===== src/rtl/sevseg_arbiter.sv =====
`default_nettype none
// ============================================================================
//  Module   : sevseg_arbiter
//  Purpose  : Shares one 4-digit seven-segment display among NUM_REQ
//             requesters. Owners are granted round-robin. Each owner keeps
//             the display for DWELL_TICKS prescaled ticks. The owner's
//             16-bit value is forwarded to the downstream segment driver as
//             byte1 (high) / byte0 (low).
//  Ports    : clk    - system clock
//             rst    - synchronous, active-high reset
//             req    - per-requester level-sensitive display request
//             data   - requester i value in data[16*i+15:16*i]
//             grant  - one-hot current owner, all zero when idle
//             byte0  - low byte of owner value
//             byte1  - high byte of owner value
//             idle   - high when nobody owns the display
//             owner  - index of current owner, holds last owner while idle
//  Revision : 1.0 - initial release
// ============================================================================
module sevseg_arbiter #(
   parameter int NUM_REQ     = 4,
   parameter int TICK_DIV    = 100000,
   parameter int DWELL_TICKS = 2000
) (
   input  logic                         clk,
   input  logic                         rst,
   input  logic [NUM_REQ-1:0]           req,
   input  logic [16*NUM_REQ-1:0]        data,
   output logic [NUM_REQ-1:0]           grant,
   output logic [7:0]                   byte0,
   output logic [7:0]                   byte1,
   output logic                         idle,
   output logic [$clog2(NUM_REQ)-1:0]   owner
);

   localparam int OW = $clog2(NUM_REQ);
   localparam int PW = $clog2(TICK_DIV + 1);
   localparam int DW = $clog2(DWELL_TICKS + 1);

   localparam logic [PW-1:0] C_PRESC_LAST = PW'(TICK_DIV - 1);
   localparam logic [DW-1:0] C_DWELL_LAST = DW'(DWELL_TICKS - 1);
   localparam logic [OW:0]   C_NUM_REQ    = (OW + 1)'(NUM_REQ);
   localparam logic [OW-1:0] C_LAST_IDX   = OW'(NUM_REQ - 1);

   typedef enum logic [0:0] {
      ST_IDLE = 1'b0,
      ST_SHOW = 1'b1
   } state_t;

   // ------------------------------------------------------------------------
   // Registered state
   // ------------------------------------------------------------------------
   state_t               state_q,      state_d;
   logic [NUM_REQ-1:0]   grant_q,      grant_d;
   logic [OW-1:0]        owner_q,      owner_d;
   logic [OW-1:0]        last_owner_q, last_owner_d;
   logic                 idle_q,       idle_d;
   logic [15:0]          value_q,      value_d;
   logic [PW-1:0]        presc_q,      presc_d;
   logic [DW-1:0]        dwell_q,      dwell_d;

   // ------------------------------------------------------------------------
   // Helpers
   // ------------------------------------------------------------------------
   function automatic logic [15:0] slice_of(input logic [16*NUM_REQ-1:0] d,
                                            input logic [OW-1:0]         idx);
      logic [15:0] r;
      r = '0;
      for (int i = 0; i < NUM_REQ; i++) begin
         if (idx == OW'(i)) r = d[16*i +: 16];
      end
      return r;
   endfunction

   function automatic logic [NUM_REQ-1:0] onehot_of(input logic [OW-1:0] idx);
      logic [NUM_REQ-1:0] r;
      r = '0;
      for (int i = 0; i < NUM_REQ; i++) begin
         r[i] = (idx == OW'(i));
      end
      return r;
   endfunction

   // ------------------------------------------------------------------------
   // Round-robin search starting just after the last granted index.
   // While an owner holds the display last_owner_q equals owner_q, so the
   // owner itself is the final candidate: on release its req is low and it
   // drops out naturally, on expiry it is only picked if nobody else asks.
   // ------------------------------------------------------------------------
   logic          found;
   logic [OW-1:0] found_idx;
   logic [OW:0]   pos;

   always_comb begin
      found     = 1'b0;
      found_idx = '0;
      pos       = '0;
      for (int k = 0; k < NUM_REQ; k++) begin
         pos = {1'b0, last_owner_q} + (OW + 1)'(1) + (OW + 1)'(k);
         if (pos >= C_NUM_REQ) pos = pos - C_NUM_REQ;
         if (!found && req[pos[OW-1:0]]) begin
            found     = 1'b1;
            found_idx = pos[OW-1:0];
         end
      end
   end

   // ------------------------------------------------------------------------
   // Prescaler tick and dwell expiry
   // ------------------------------------------------------------------------
   logic        tick;
   logic        expiry;
   logic        owner_req;
   logic [15:0] owner_data;

   always_comb begin
      tick       = (presc_q == C_PRESC_LAST);
      expiry     = tick && (dwell_q == C_DWELL_LAST);
      owner_req  = req[owner_q];
      owner_data = slice_of(data, owner_q);
   end

   // ------------------------------------------------------------------------
   // Next-state logic
   // ------------------------------------------------------------------------
   logic take_grant;

   always_comb begin
      state_d      = state_q;
      grant_d      = grant_q;
      owner_d      = owner_q;
      last_owner_d = last_owner_q;
      idle_d       = idle_q;
      value_d      = value_q;
      presc_d      = tick ? '0 : presc_q + PW'(1);
      dwell_d      = dwell_q;
      take_grant   = 1'b0;

      case (state_q)
         ST_IDLE: begin
            if (found) take_grant = 1'b1;
         end
         ST_SHOW: begin
            if (!owner_req) begin
               // Release takes priority over a simultaneous expiry.
               if (found) begin
                  take_grant = 1'b1;
               end else begin
                  state_d = ST_IDLE;
                  grant_d = '0;
                  idle_d  = 1'b1;
               end
            end else if (expiry) begin
               if (found && (found_idx != owner_q)) begin
                  take_grant = 1'b1;
               end else begin
                  // Sole requester: keep ownership and start a fresh dwell.
                  dwell_d = '0;
                  value_d = owner_data;
               end
            end else begin
               value_d = owner_data;
               if (tick) dwell_d = dwell_q + DW'(1);
            end
         end
         default: begin
            state_d = ST_IDLE;
         end
      endcase

      // Every new grant updates grant, owner and the display value together
      // and restarts the dwell timing so each dwell has the full length.
      if (take_grant) begin
         state_d      = ST_SHOW;
         grant_d      = onehot_of(found_idx);
         owner_d      = found_idx;
         last_owner_d = found_idx;
         idle_d       = 1'b0;
         value_d      = slice_of(data, found_idx);
         presc_d      = '0;
         dwell_d      = '0;
      end
   end

   // ------------------------------------------------------------------------
   // State register
   // ------------------------------------------------------------------------
   always_ff @(posedge clk) begin
      if (rst) begin
         state_q      <= ST_IDLE;
         grant_q      <= '0;
         owner_q      <= '0;
         last_owner_q <= C_LAST_IDX;
         idle_q       <= 1'b1;
         value_q      <= '0;
         presc_q      <= '0;
         dwell_q      <= '0;
      end else begin
         state_q      <= state_d;
         grant_q      <= grant_d;
         owner_q      <= owner_d;
         last_owner_q <= last_owner_d;
         idle_q       <= idle_d;
         value_q      <= value_d;
         presc_q      <= presc_d;
         dwell_q      <= dwell_d;
      end
   end

   assign grant = grant_q;
   assign owner = owner_q;
   assign idle  = idle_q;
   assign byte0 = value_q[7:0];
   assign byte1 = value_q[15:8];

endmodule
`default_nettype wire


===== config.mk =====
export PLATFORM = sky130hd
export DESIGN_NAME = sevseg_arbiter
export DESIGN_NICKNAME = d
export VERILOG_FILES = /design/src/rtl/sevseg_arbiter.sv
export SDC_FILE = /design/constraint.sdc
export NUM_CORES = 1
export LEC_CHECK = 0
export CAP_MARGIN = 20
export CORE_AREA = 2 2 96 107
export CTS_CLUSTER_DIAMETER = 150
export CTS_CLUSTER_SIZE = 28
export DETAILED_ROUTE_END_ITERATION = 6
export DIE_AREA = 0 0 98 109
export SLEW_MARGIN = 25
export SYNTH_ARGS = -nofsm -noshare
export SYNTH_HDL_FRONTEND = slang
export SYNTH_SLANG_ARGS = --single-unit

===== constraint.sdc =====
create_clock -name clk -period 6.8 [get_ports clk]
set_input_delay 1.7 -clock clk [delete_from_list [all_inputs] [get_ports clk]]
set_output_delay 1.7 -clock clk [all_outputs]
set_load 0.005 [all_outputs]

## Word-level counts from Yosys, hierarchy flattened

Index checks and enable logic that the tools add are counted.

| storage, ports and cells | value |
|---|---|
| flip-flop bits (word level) | 54 |
| input port bits | 70 |

| cells by class | value |
|---|---|
| add/subtract/negate cells | 10 |
| order comparisons | 9 |
| eq/ne operators | 13 |
| multiplexer cells | 54 |
| bitwise logic cells | 1 |
| reductions and logical operators | 18 |

Operator list:

| cell | count |
|---|---|
| two-way mux 16 bit | 13 |
| two-way mux 11 bit | 3 |
| two-way mux 1 bit | 20 |
| adder 17 x 1 -> 17 bit (second input constant) | 1 |
| equality test 17 bit (second input constant) | 1 |
| two-way mux 2 bit | 8 |
| two-way mux 4 bit | 4 |
| < comparator 2 x 3 -> 1 bit (second input constant) | 5 |
| greater-or-equal comparator 3 bit (second input constant) | 4 |
| adder 11 x 1 -> 11 bit (second input constant) | 1 |
| equality test 11 bit (second input constant) | 1 |
| binary-select mux 1 bit (select 2 bit) | 5 |
| equality test 2 bit (second input constant) | 4 |
| subtractor 2 x 1 -> 2 bit (second input constant) | 4 |
| adder 3 x 2 -> 3 bit (second input constant) | 2 |
| AND reduction 3 bit | 2 |
| nonzero test 2 bit | 3 |
| logical AND 1 bit | 5 |
| equality test 2 x 1 -> 1 bit (second input constant) | 2 |
| zero test 2 bit | 2 |
| inequality test 2 x 1 -> 1 bit (second input constant) | 2 |
| AND reduction 4 bit | 1 |
| adder 2 x 1 -> 3 bit (second input constant) | 1 |
| adder 3 x 1 -> 3 bit (second input constant) | 1 |
| other kinds (8) | 10 |

## Depth between registers and ports, before layout

Gate-level depths: netlist of run 1.

| depth | value |
|---|---|
| depth after elaboration | 23 |
| depth in mapped cells | 9 |

## Least setup slack after synthesis of run 1

No wires, ideal clock.

| timing path | value |
|---|---|
| path kind | input -> register |
| from | input port req[1] |
| to | register dwell_q[2] |
| setup time | 0.059 ns |
| data arrival time | 3.597 ns |
| required time | 6.741 ns |
| setup slack | 3.143 ns |
| stages on the path | 7 |
| path through | nor2b_1 > o21a_1 > or4_1 > a211oi_2 > o2111ai_2 > or4_1 > nand2_1 |

| on the way | value |
|---|---|
| cells in the longest elaborated chain, start to end | 19 |
| elaborated cells between the ends (all ways) | 34 |

RTL lines:

| item | RTL line | RTL |
|---|---|---|
| from (decl) | 27 | `input logic [NUM_REQ-1:0] req,` |
| binary-select mux 1 bit (select 2 bit) | 101 | `if (!found && req[pos[OW-1:0]]) begin` |
| two-way mux 1 bit (not written as such) | 101 |  |
| two-way mux 1 bit | 101 |  |
| zero test 1 bit | 101 |  |
| logical AND 1 bit | 101 |  |
| two-way mux 1 bit | 101 |  |
| zero test 1 bit | 101 |  |
| logical AND 1 bit | 101 |  |
| (+3 left out) | n/a |  |
| two-way mux 2 bit | 101 |  |
| inequality test 2 bit | 154 | `if (found && (found_idx != owner_q)) begin` |
| logical AND 1 bit | 154 |  |
| two-way mux 1 bit | 154 |  |
| two-way mux 1 bit | 153 | `end else if (expiry) begin` |
| two-way mux 1 bit | 144 | `if (!owner_req) begin` |
| case mux 1 bit (2 select lines) | 139 | `case (state_q)` |
| OR reduction 2 bit (no source line) | n/a |  |
| to (signal assigned) | 206 | `dwell_q <= dwell_d;` |
| to (decl) | 60 | `logic [DW-1:0] dwell_q, dwell_d;` |

Parallel ways exist; a longest one is shown, timed or not. The select of a mux whose other input is x is not followed.
A chain may end at the register's enable or synchronous reset.

## Final worst setup path of run 1

| timing path | value |
|---|---|
| from | input port req[1] |
| to | register value_q[2] |

| on the way | value |
|---|---|
| cells in the longest elaborated chain, start to end | 20 |
| elaborated cells between the ends (all ways) | 44 |

RTL lines:

| item | RTL line | RTL |
|---|---|---|
| binary-select mux 1 bit (select 2 bit) | 101 |  |
| two-way mux 1 bit (not written as such) | 101 |  |
| two-way mux 1 bit | 101 |  |
| zero test 1 bit | 101 |  |
| logical AND 1 bit | 101 |  |
| two-way mux 1 bit | 101 |  |
| zero test 1 bit | 101 |  |
| logical AND 1 bit | 101 |  |
| (+4 left out) | n/a |  |
| inequality test 2 bit | 154 |  |
| logical AND 1 bit | 154 |  |
| two-way mux 1 bit | 154 |  |
| two-way mux 1 bit | 153 |  |
| two-way mux 1 bit | 144 |  |
| case mux 1 bit (2 select lines) | 139 |  |
| inequality test 3 bit (no source line) / nonzero test 2 bit (equally long branches) | n/a |  |
| AND reduction 3 bit (no source line) | n/a |  |
| to (signal assigned) | 204 | `value_q <= value_d;` |
| to (decl) | 58 | `logic [15:0] value_q, value_d;` |

Parallel ways exist; a longest one is shown, timed or not. The select of a mux whose other input is x is not followed.

==> metrics.md, run 1 <==
| Metric | Value |
|---|---|
| Hold Path Class | `flip-flop to flip-flop` |
| Combinational power share | `32.5%` |
| Adder-cell share of the synthesized area | `0.7596%` |
| Complex-gate fraction of the synthesized area | `14.28%` |
| Synth warn | `0` |
| Post-CTS setup buffer count | `0` |
| FMAX | `234.0 MHz` |
| Top-area cell type share of the netlist area | `32.81%` |
| Antenna Cells | `0` |
| Synth Register Bits | `54` |
| Layout cells sized above 1 | `11.84%` |
| First-pass GRT wire length | `13,920 um` |
| RR Endpoint | `value_q[2]` |
| Minimum clock period | `4.274 ns` |
| Max Cap Viol | `0` |
| Post-Synthesis Cells | `373` |
| Worst setup SP type | `primary input` |
| Post-synthesis mux area share | `19.14%` |
| Crit path max fanout | `14` |
| Crit. End Element | `flip-flop` |
| Initial DRT Pass Iterations | `4` |
| Sw frac | `28.25%` |
| Synthesized area per cell | `8.832 um^2` |
| Slew of the pin with the lowest slew margin | `0.8783 ns` |
| Largest net degree at the start of global routing | `30` |
| Critical Path Start | `req[1]` |
| Floorplan row count | `38` |
| Synth area leaders | `dfxtp_1, mux4_2, nor2_1, nand2_1, a21oi_1` |
| CTS Root Cell | `clkbuf_8` |
| Top_reg_cell synth | `dfxtp_1` |
| Placed Instance Area | `0.004320 mm^2` |
| Initial antenna violation count | `0` |
| R2r setup slk | `3.88 ns` |
| Largest family of logic cells by synthesized area | `simple AND/OR/NAND/NOR gates` |
| Area occupied by multi-input gates | `0.002102 mm^2` |
| DR iter-0 viols | `79` |
| Post-synth EDFFs | `0` |
| Worst Path Arrival | `4.47 ns` |
| Core area | `0.009652 mm^2` |
| Vias | `3,038` |
| Reg-to-Reg Start | `presc_q[8]` |
| Area grow syn2layout | `34.45%` |
| Cell Area, Synth | `0.003294 mm^2` |
| Clock network power share | `25.2%` |
| Initial Util | `34.13%` |
| Fin cells | `576` |
| Post-cts resize count | `0` |
| Outcome | `finished, final reports clean` |
| Vias in the first global route | `3,078` |
| FF-to-FF path depth | `7` |
| Fill cell count | `925` |
| Ys async rst share | `0%` |
| DIE WIDTH | `98 um` |
| Die area | `0.01068 mm^2` |
| Post-Synth Simple-Gate Area | `24.88%` |
| Period utilisation layout | `62.85%` |
| PD cells | `190.7 mW/mm^2` |
| Placed cells | `569` |
| Grt total ovfl | `0` |
| Final wirelength | `8275 um` |
| VDD IR max | `0.00008756 V` |
| Final Hold Slack | `0.4823 ns` |
| Residual DRC | `0` |
| Worst setup endpoint | `value_q[2]` |
| # nets final | `528` |
| Final Wtd Congestion | `0.7338` |
| Post-Syn Nets | `445` |
| Relative slew slack | `41.41%` |
| Sequential share of power | `42.3%` |
| RSZ-0062 raised after global routing | `no` |
| Cts hold-fix bufs | `0` |
| H-tree depth | `2` |
| CTS tree | `done` |
| Post-Synth XOR/XNOR Area | `4.520%` |
| Setup WS post-layout | `2.526 ns` |
| Vias/cell | `5.274` |
| Post-synthesis cell type count | `45` |
| CTS clk-pin slew, worst paths | `0.10 ns` |
| Pins Over Slew Limit | `0` |
| Count leader, synth | `nor2_1` |
| Final Hold Viols | `0` |
| Post-DRT Antenna Nets | `0` |
| Clk sinks | `54` |
| Die height | `109 um` |
| CTS Buf Count | `5` |
| I/O Buffers | `92` |
| Crit path required time | `7.00 ns` |
| Detailed Place HPWL | `6078 um` |
| P_sw | `238.6 uW` |
| WS Path Type | `primary input to flip-flop` |
| Tot GR Track Use | `15.77%` |
| Commonest cells post-synth | `nor2_1, dfxtp_1, nand2_1, mux4_2, a21oi_1` |
| Reg area | `0.001081 mm^2` |
| Static Leakage | `1.502 nW` |
| Final setup violation count | `0` |
| Clock Path Buffers | `2` |
| Dpl ws | `2.193 ns` |
| Final Cell Area | `0.004429 mm^2` |
| Sequential-to-total area share from yosys stat | `32.81%` |
| IO Count | `93` |
| Cell taking the most area after synthesis | `dfxtp_1` |
| Insertion delay to the later sink of the worst-skew pair | `0.31 ns` |
| Clk_skew | `0.01207 ns` |
| WL/cell | `14.37 um` |
| Pint | `606.1 uW` |
| Sum Neg Setup Slack | `0 ns` |
==> critical path, cell delays in order <==
cell and delay [ns]:
clkdlybuf4s50_1 0.51, nor2b_1 0.19, o21a_1 0.21, or4_1 0.48
a211oi_2 0.42, o21ba_2 0.43, nor2_2 0.16, a2111oi_1 0.36
==> worst min-delay path by stage <==
stage	from	endpoint	slack, ns	cells after the start
floorplan	presc_q[0]	presc_q[0]	0.43	1
global placement	presc_q[0]	presc_q[0]	0.45	1
detailed placement	presc_q[0]	presc_q[0]	0.46	1
CTS	presc_q[0]	presc_q[0]	0.48	1
global route	presc_q[0]	presc_q[0]	0.49	1
finish	presc_q[0]	presc_q[0]	0.48	1
==> stage by stage <==
stage / utilization, % / total power [mW]
floorplan: - / 0.5233
global placement: 44.76 / 0.6398
detailed placement: 44.76 / 0.6435
CTS: 45.88 / 0.8558
global route: 45.89 / 0.8924
finish: 45.89 / 0.8447
==> power by group through the flow <==
| stage | clock, mW | sequential [mW] | combinational (mW) |
|---|---|---|---|
| 2_1_floorplan | 0 | 0.361 | 0.163 |
| 3_3_place_gp | 0 | 0.365 | 0.275 |
| 3_5_place_dp | 0 | 0.365 | 0.278 |
| 4_1_cts | 0.218 | 0.358 | 0.279 |
| 5_1_grt | 0.230 | 0.361 | 0.301 |
| 6_report | 0.213 | 0.357 | 0.275 |
==> kinds of logic after synthesis <==
group	Yosys count
AO/OA/AOI/OAI	71
XOR/XNOR	17
adder cells (fa/ha/maj)	2
buffers and inverters	29
flip-flops	54
multiplexers	28
AND/OR/NAND/NOR	172
==> registers in the layout (all words and copies together) (netlist names) <==
signal / flops
dwell_q: 11
idle: 1
grant: 4
presc_q: 17
last_owner_q: 2
owner: 2
state_q: 1
value_q: 16
==> cells in the final DEF, fill, tap and decap left out, types with 8 or more instances in the layout <==
| master | instances |
|---|---|
| a211oi_1 | 12 |
| a21oi_1 | 25 |
| clkdlybuf4s50_1 | 92 |
| dfxtp_1 | 54 |
| inv_1 | 8 |
| mux4_2 | 28 |
| nand2_1 | 41 |
| nand3_1 | 15 |
| nor2_1 | 67 |
| o21ai_0 | 15 |
| or3_1 | 8 |
| xor2_1 | 11 |
==> cell type report <==
cell class	count	area share (%)
Clock buffer	5	1.554
Clock inverter	2	0.8757
Inverter	8	0.6780
Multi-Input combinational cell	290	47.46
Sequential cell	54	24.41
Tap cell	120	3.390
Timing Repair Buffer	97	21.64
==> metal layers <==
metal / GRT usage [%] / vias up / routed length, um
li1: - / 1534 / -
met1: 17.74 / 1439 / 3416
met2: 30.72 / 59 / 4439
met3: 3.462 / 6 / 372
met4: 2.877 / 0 / 46
met5: 0 / - / 0
(Power assumes the default switching activity.)
==> run 2: changes to the inputs <==
==> constraint.sdc (replaced) <==
create_clock -name clk -period 3.8 [get_ports clk]
set_input_delay 0.95 -clock clk [delete_from_list [all_inputs] [get_ports clk]]
set_output_delay 0.95 -clock clk [all_outputs]
set_load 0.005 [all_outputs]
==> run 2 against run 1 <==
Design area hardly changed. Register-to-register slack worse by 2.9 ns. Worst hold slack worse by 0.0038 ns. Die area stayed put. Utilization hardly changed. Sequential power is 78% higher. Clock power is 49% higher. Sequential share of layout area hardly changed. Wire length is 3.2% higher. Critical path type unchanged. Largest cell class unchanged.
==> metrics.md, run 2 (same netlist as run 1, synthesis figures left out) <==
| Metric | Value |
|---|---|
| Outcome | `finished, final reports clean` |
| Tot GR Track Use | `16.16%` |
| Reg area | `0.001081 mm^2` |
| Reg-to-Reg Start | `presc_q[8]` |
| Area grow syn2layout | `34.33%` |
| Commonest non-fill, non-tap cells in the layout | `clkdlybuf4s50_1, nor2_1, dfxtp_1` |
| Clk sinks | `54` |
| Minimum clock period | `3.356 ns` |
| Initial DRT Pass Iterations | `4` |
| Final setup violation count | `0` |
| Initial antenna violation count | `0` |
| Crit path cell chain | `clkdlybuf4s50_1 -> nor2b_1 -> o21a_1 -> or4_1 -> a211oi_2 -> o2111ai_2 -> or4_1 -> nand2_1` |
| CTS clk-pin slew, worst paths | `0.09 ns` |
| Worst setup SP type | `primary input` |
| H-tree depth | `2` |
| Vias/cell | `5.352` |
| Relative slew slack | `42.36%` |
| CTS tree | `done` |
| Post-CTS setup buffer count | `0` |
| Post-DRT Antenna Nets | `0` |
| Layout cells sized above 1 | `12.20%` |
| Floorplan row count | `38` |
| Grt total ovfl | `0` |
| DR iter-0 viols | `99` |
| Residual DRC | `0` |
| Detailed Place HPWL | `6286 um` |
| Die height | `109 um` |
| I/O Buffers | `92` |
| Sum Neg Setup Slack | `0 ns` |
| WL/cell | `14.75 um` |
| Max incr delay on CP | `0.51 ns` |
| Initial Util | `34.13%` |
| Largest net degree at the start of global routing | `29` |
| Post-cts resize count | `0` |
| Hold Path Class | `flip-flop to flip-flop` |
| Pins Over Slew Limit | `0` |
| FMAX | `298.0 MHz` |
| Biggest register | `presc_q` |
| Clock Path Buffers | `2` |
| Critical Path Start | `req[1]` |
| IO Count | `93` |
| Core area | `0.009652 mm^2` |
| First-pass GRT wire length | `14,020 um` |
| # nets final | `531` |
| Slowest cell on crit path | `clkdlybuf4s50_1` |
| PD cells | `328.7 mW/mm^2` |
| Insertion delay to the later sink of the worst-skew pair | `0.31 ns` |
| Clk_skew | `0.01303 ns` |
| Vias in the first global route | `3,073` |
| Slew of the pin with the lowest slew margin | `0.8640 ns` |
| Final wirelength | `8541 um` |
| Crit path max fanout | `10` |
| Area occupied by multi-input gates | `0.002101 mm^2` |
| Crit. End Element | `flip-flop` |
| Flip-flop count of the largest register after layout | `17` |
| Period utilisation layout | `88.31%` |
| Max Cap Viol | `0` |
| RSZ-0062 raised after global routing | `no` |
| Most used cell, CP | `or4_1` |
| Antenna Cells | `0` |
| VDD IR max | `0.0001482 V` |
| Min-delay src | `presc_q[0]` |
| WS Path Type | `primary input to flip-flop` |
| Crit path required time | `4.05 ns` |
| Final Wtd Congestion | `0.7538` |
| Vias | `3,099` |
| Final Hold Slack | `0.4786 ns` |
| Commonest non-fill, non-tap cell in the layout | `clkdlybuf4s50_1` |
| Static Leakage | `1.506 nW` |
| Regs by FF count | `presc_q: 17 flops, value_q: 16 flops, dwell_q: 11 flops` |
| Cts hold-fix bufs | `0` |
| Tot Pwr | `1.454 mW` |
| Final Hold Viols | `0` |
| CTS Buf Count | `5` |
| DIE WIDTH | `98 um` |
| Fill cell count | `938` |
| Worst Path Arrival | `3.61 ns` |
| Die area | `0.01068 mm^2` |
| CTS Root Cell | `clkbuf_8` |
run 2: cell types whose count changed in the layout (fill, tap and decap cells not counted):
cell	delta
clkinv_2	+1
clkinv_4	-1
and2_2	-1
bufinv_16	-1
and2_1	+1
inv_6	+1
buf_4	+3
run 2: worst paths after layout:
path                            cells after the start  slack [ns]     endpoint
worst max-delay path                                8        0.44   dwell_q[3]
worst min register to register                      1        0.48   presc_q[0]
worst min-delay path                                1        0.48   presc_q[0]
worst max register to register                      7        0.93  value_q[14]
run 2: routing by layer:
layer	global-route usage, %	routed length [um]
met5	0	0
met4	5.357	121
met3	3.141	433
met2	31.12	4546
met1	17.76	3439
run 2: final cells by class:
class | count | share of cell area, %
Sequential cell | 54 | 24.43
Multi-Input combinational cell | 290 | 47.47
Timing Repair Buffer | 100 | 22.17
Clock inverter | 2 | 0.3110
Clock buffer | 5 | 1.555
Inverter | 8 | 0.6785
Tap cell | 120 | 3.393
run 2: power breakdown:
part	leakage, nW	switching, mW	internal (mW)
sequential	0.442	0.0288	0.608
clock	0.0444	0.190	0.128
combinational	1.02	0.214	0.286
total	1.51	0.433	1.02
run 2: worst max-delay path: cells and delay by family:
family	cells	cell delay [ns]
buffers and inverters	1	0.51
and+or+nand+nor	4	1.23
AOI/OAI and AO/OA	3	0.92
run 2: stage by stage:
stage                     util, %  setup slack, ns  cell area, um^2  instances
after floorplan                 -           0.8933             3294        373
after global placement      45.00           0.2104             4343        572
after detailed placement    45.00           0.1207             4343        572
after CTS                   45.85           0.4563             4425        579
after global routing        45.85           0.1636             4425        579
final                       45.85           0.4444             4425        579
==> run 3: changes to the inputs <==
==> constraint.sdc (replaced) <==
create_clock -name clk -period 3.8 [get_ports clk]
set_input_delay 0.95 -clock clk [delete_from_list [all_inputs] [get_ports clk]]
set_output_delay 0.95 -clock clk [all_outputs]
set_load 0.01 [all_outputs]
==> run 3 against run 2 <==
Total power is 5.1% higher. Combinational power is 2% higher. Die area stayed put. Global-route usage up 0.12 points. Register-to-register slack worse by 0.05 ns. Clock power grew 20%. Wire length down 0.35%. Largest power group unchanged. Final cell count is the same.
==> metrics.md, run 3 (same netlist as run 1, synthesis figures left out) <==
| Metric | Value |
|---|---|
| Outcome | `finished, final reports clean` |
| CTS Root Cell | `clkbuf_8` |
| Layout cells sized above 1 | `12.20%` |
| Insertion delay to the later sink of the worst-skew pair | `0.31 ns` |
| Hold Path Class | `flip-flop to flip-flop` |
| WL/cell | `14.70 um` |
| Clock Path Buffers | `2` |
| Hold worst-path end | `presc_q[0]` |
| Post-cts resize count | `0` |
| Commonest non-fill, non-tap cell in the layout | `clkdlybuf4s50_1` |
| Tot GR Track Use | `16.28%` |
| Relative slew slack | `41.44%` |
| DIE WIDTH | `98 um` |
| Vias in the first global route | `3,146` |
| Initial antenna violation count | `0` |
| Hold path depth | `1` |
| Sequential share of power | `41.9%` |
| Largest net degree at the start of global routing | `29` |
| Fill cell count | `941` |
| Pint | `1.088 mW` |
| Flip-flop count of the largest register after layout | `17` |
| Grt total ovfl | `0` |
| Vias/cell | `5.292` |
| Period utilisation layout | `88.39%` |
| Max Cap Viol | `0` |
| FMAX | `297.7 MHz` |
| Vias | `3,064` |
| P_sw | `440.9 uW` |
| Floorplan row count | `38` |
| Static Leakage | `1.516 nW` |
| # nets final | `531` |
| CTS tree | `done` |
| Regs by FF count | `presc_q: 17 flops, value_q: 16 flops, dwell_q: 11 flops` |
| Sum Neg Setup Slack | `0 ns` |
| Combinational power share | `33.2%` |
| Biggest register | `presc_q` |
| Slew of the pin with the lowest slew margin | `0.8778 ns` |
| FF-to-FF path depth | `7` |
| RR Endpoint | `value_q[5]` |
| Minimum clock period | `3.359 ns` |
| Die height | `109 um` |
| Crit path required time | `4.05 ns` |
| Area occupied by multi-input gates | `0.002101 mm^2` |
| H-tree depth | `2` |
| VDD IR max | `0.0001967 V` |
| PD cells | `343.6 mW/mm^2` |
| Crit. End Element | `flip-flop` |
| CTS clk-pin slew, worst paths | `0.10 ns` |
| RSZ-0062 raised after global routing | `no` |
| Die area | `0.01068 mm^2` |
| Initial Util | `34.13%` |
| Clk sinks | `54` |
| Core area | `0.009652 mm^2` |
| I/O Buffers | `92` |
| Tot Pwr | `1.529 mW` |
| Reg-to-Reg Start | `presc_q[8]` |
| IO Count | `93` |
| Antenna Cells | `0` |
| Residual DRC | `0` |
| Worst Path Arrival | `3.61 ns` |
| Clk_skew | `0.01300 ns` |
| Post-DRT Antenna Nets | `0` |
| Final Hold Viols | `0` |
| Post-CTS setup buffer count | `0` |
| Final Util | `46.11%` |
| Final Wtd Congestion | `0.7554` |
| Sw frac | `28.83%` |
| Crit path max fanout | `10` |
| Detailed Place HPWL | `6190 um` |
| Initial DRT Pass Iterations | `4` |
| DR iter-0 viols | `134` |
| First-pass GRT wire length | `14,310 um` |
| Clock network power share | `24.8%` |
| Area grow syn2layout | `35.09%` |
| R2r setup slk | `0.88 ns` |
| Final setup violation count | `0` |
| Worst setup SP type | `primary input` |
| Reg area | `0.001081 mm^2` |
| CTS Buf Count | `5` |
| Commonest non-fill, non-tap cells in the layout | `clkdlybuf4s50_1, nor2_1, dfxtp_1` |
| Cts hold-fix bufs | `0` |
| Final wirelength | `8511 um` |
| Pins Over Slew Limit | `0` |
| Min-delay src | `presc_q[0]` |
| WS Path Type | `primary input to flip-flop` |
[run 3: cell count changes in the layout (fill, tap and decap cells not counted), sizes merged]
cell    delta
bufinv     +1
inv        -1
[run 3: worst max path at each step]
stage                       from     endpoint
after floorplan           req[1]   dwell_q[2]
final                     req[1]   dwell_q[3]
after CTS                 req[1]   dwell_q[4]
after global placement    req[1]   dwell_q[3]
after global routing      req[1]  value_q[13]
after detailed placement  req[1]   dwell_q[4]
[run 3: area by class of cell]
type	count	share of cell area, %
Timing Repair Buffer	100	22.04
Clock buffer	5	1.546
Tap cell	120	3.374
Inverter	8	0.6747
Multi-Input combinational cell	290	47.20
Clock inverter	2	0.8715
Sequential cell	54	24.29
[run 3: power groups by stage]
stage                     sequential (mW)  combinational [mW]  clock (mW)
after floorplan                     0.659               0.291           0
after CTS                           0.642               0.515       0.388
after global placement              0.654               0.508           0
after detailed placement            0.655               0.513           0
after global routing                0.648               0.559       0.410
final                               0.641               0.508       0.379
[run 3: worst max-delay path: stages]
cell and delay, ns:
clkdlybuf4s50_1 0.49, nor2b_1 0.19, o21a_1 0.20, or4_1 0.48, a211oi_2 0.43, o2111ai_2 0.31, or4_1 0.47, nand2_1 0.07
[run 3: per-stage QoR]
stage | cell area [um^2] | worst slack, ns | std cells | hold slack [ns]
final | 4451 | 0.4410 | 579 | 0.4787
after global routing | 4451 | 0.1492 | 579 | 0.5055
after CTS | 4451 | 0.4424 | 579 | 0.4855
after detailed placement | 4343 | 0.1328 | 572 | 0.4613
after global placement | 4343 | 0.2097 | 572 | 0.4506
after floorplan | 3294 | 0.8933 | 373 | 0.4302
[run 3: metal layers]
layer | GRT usage, % | vias up | share of wire (%)
li1 | - | 1532 | -
met3 | 3.205 | 4 | 4.9
met1 | 18.84 | 1463 | 42
met5 | 0 | - | 0
met4 | 4.067 | 0 | 0.83
met2 | 30.82 | 65 | 52
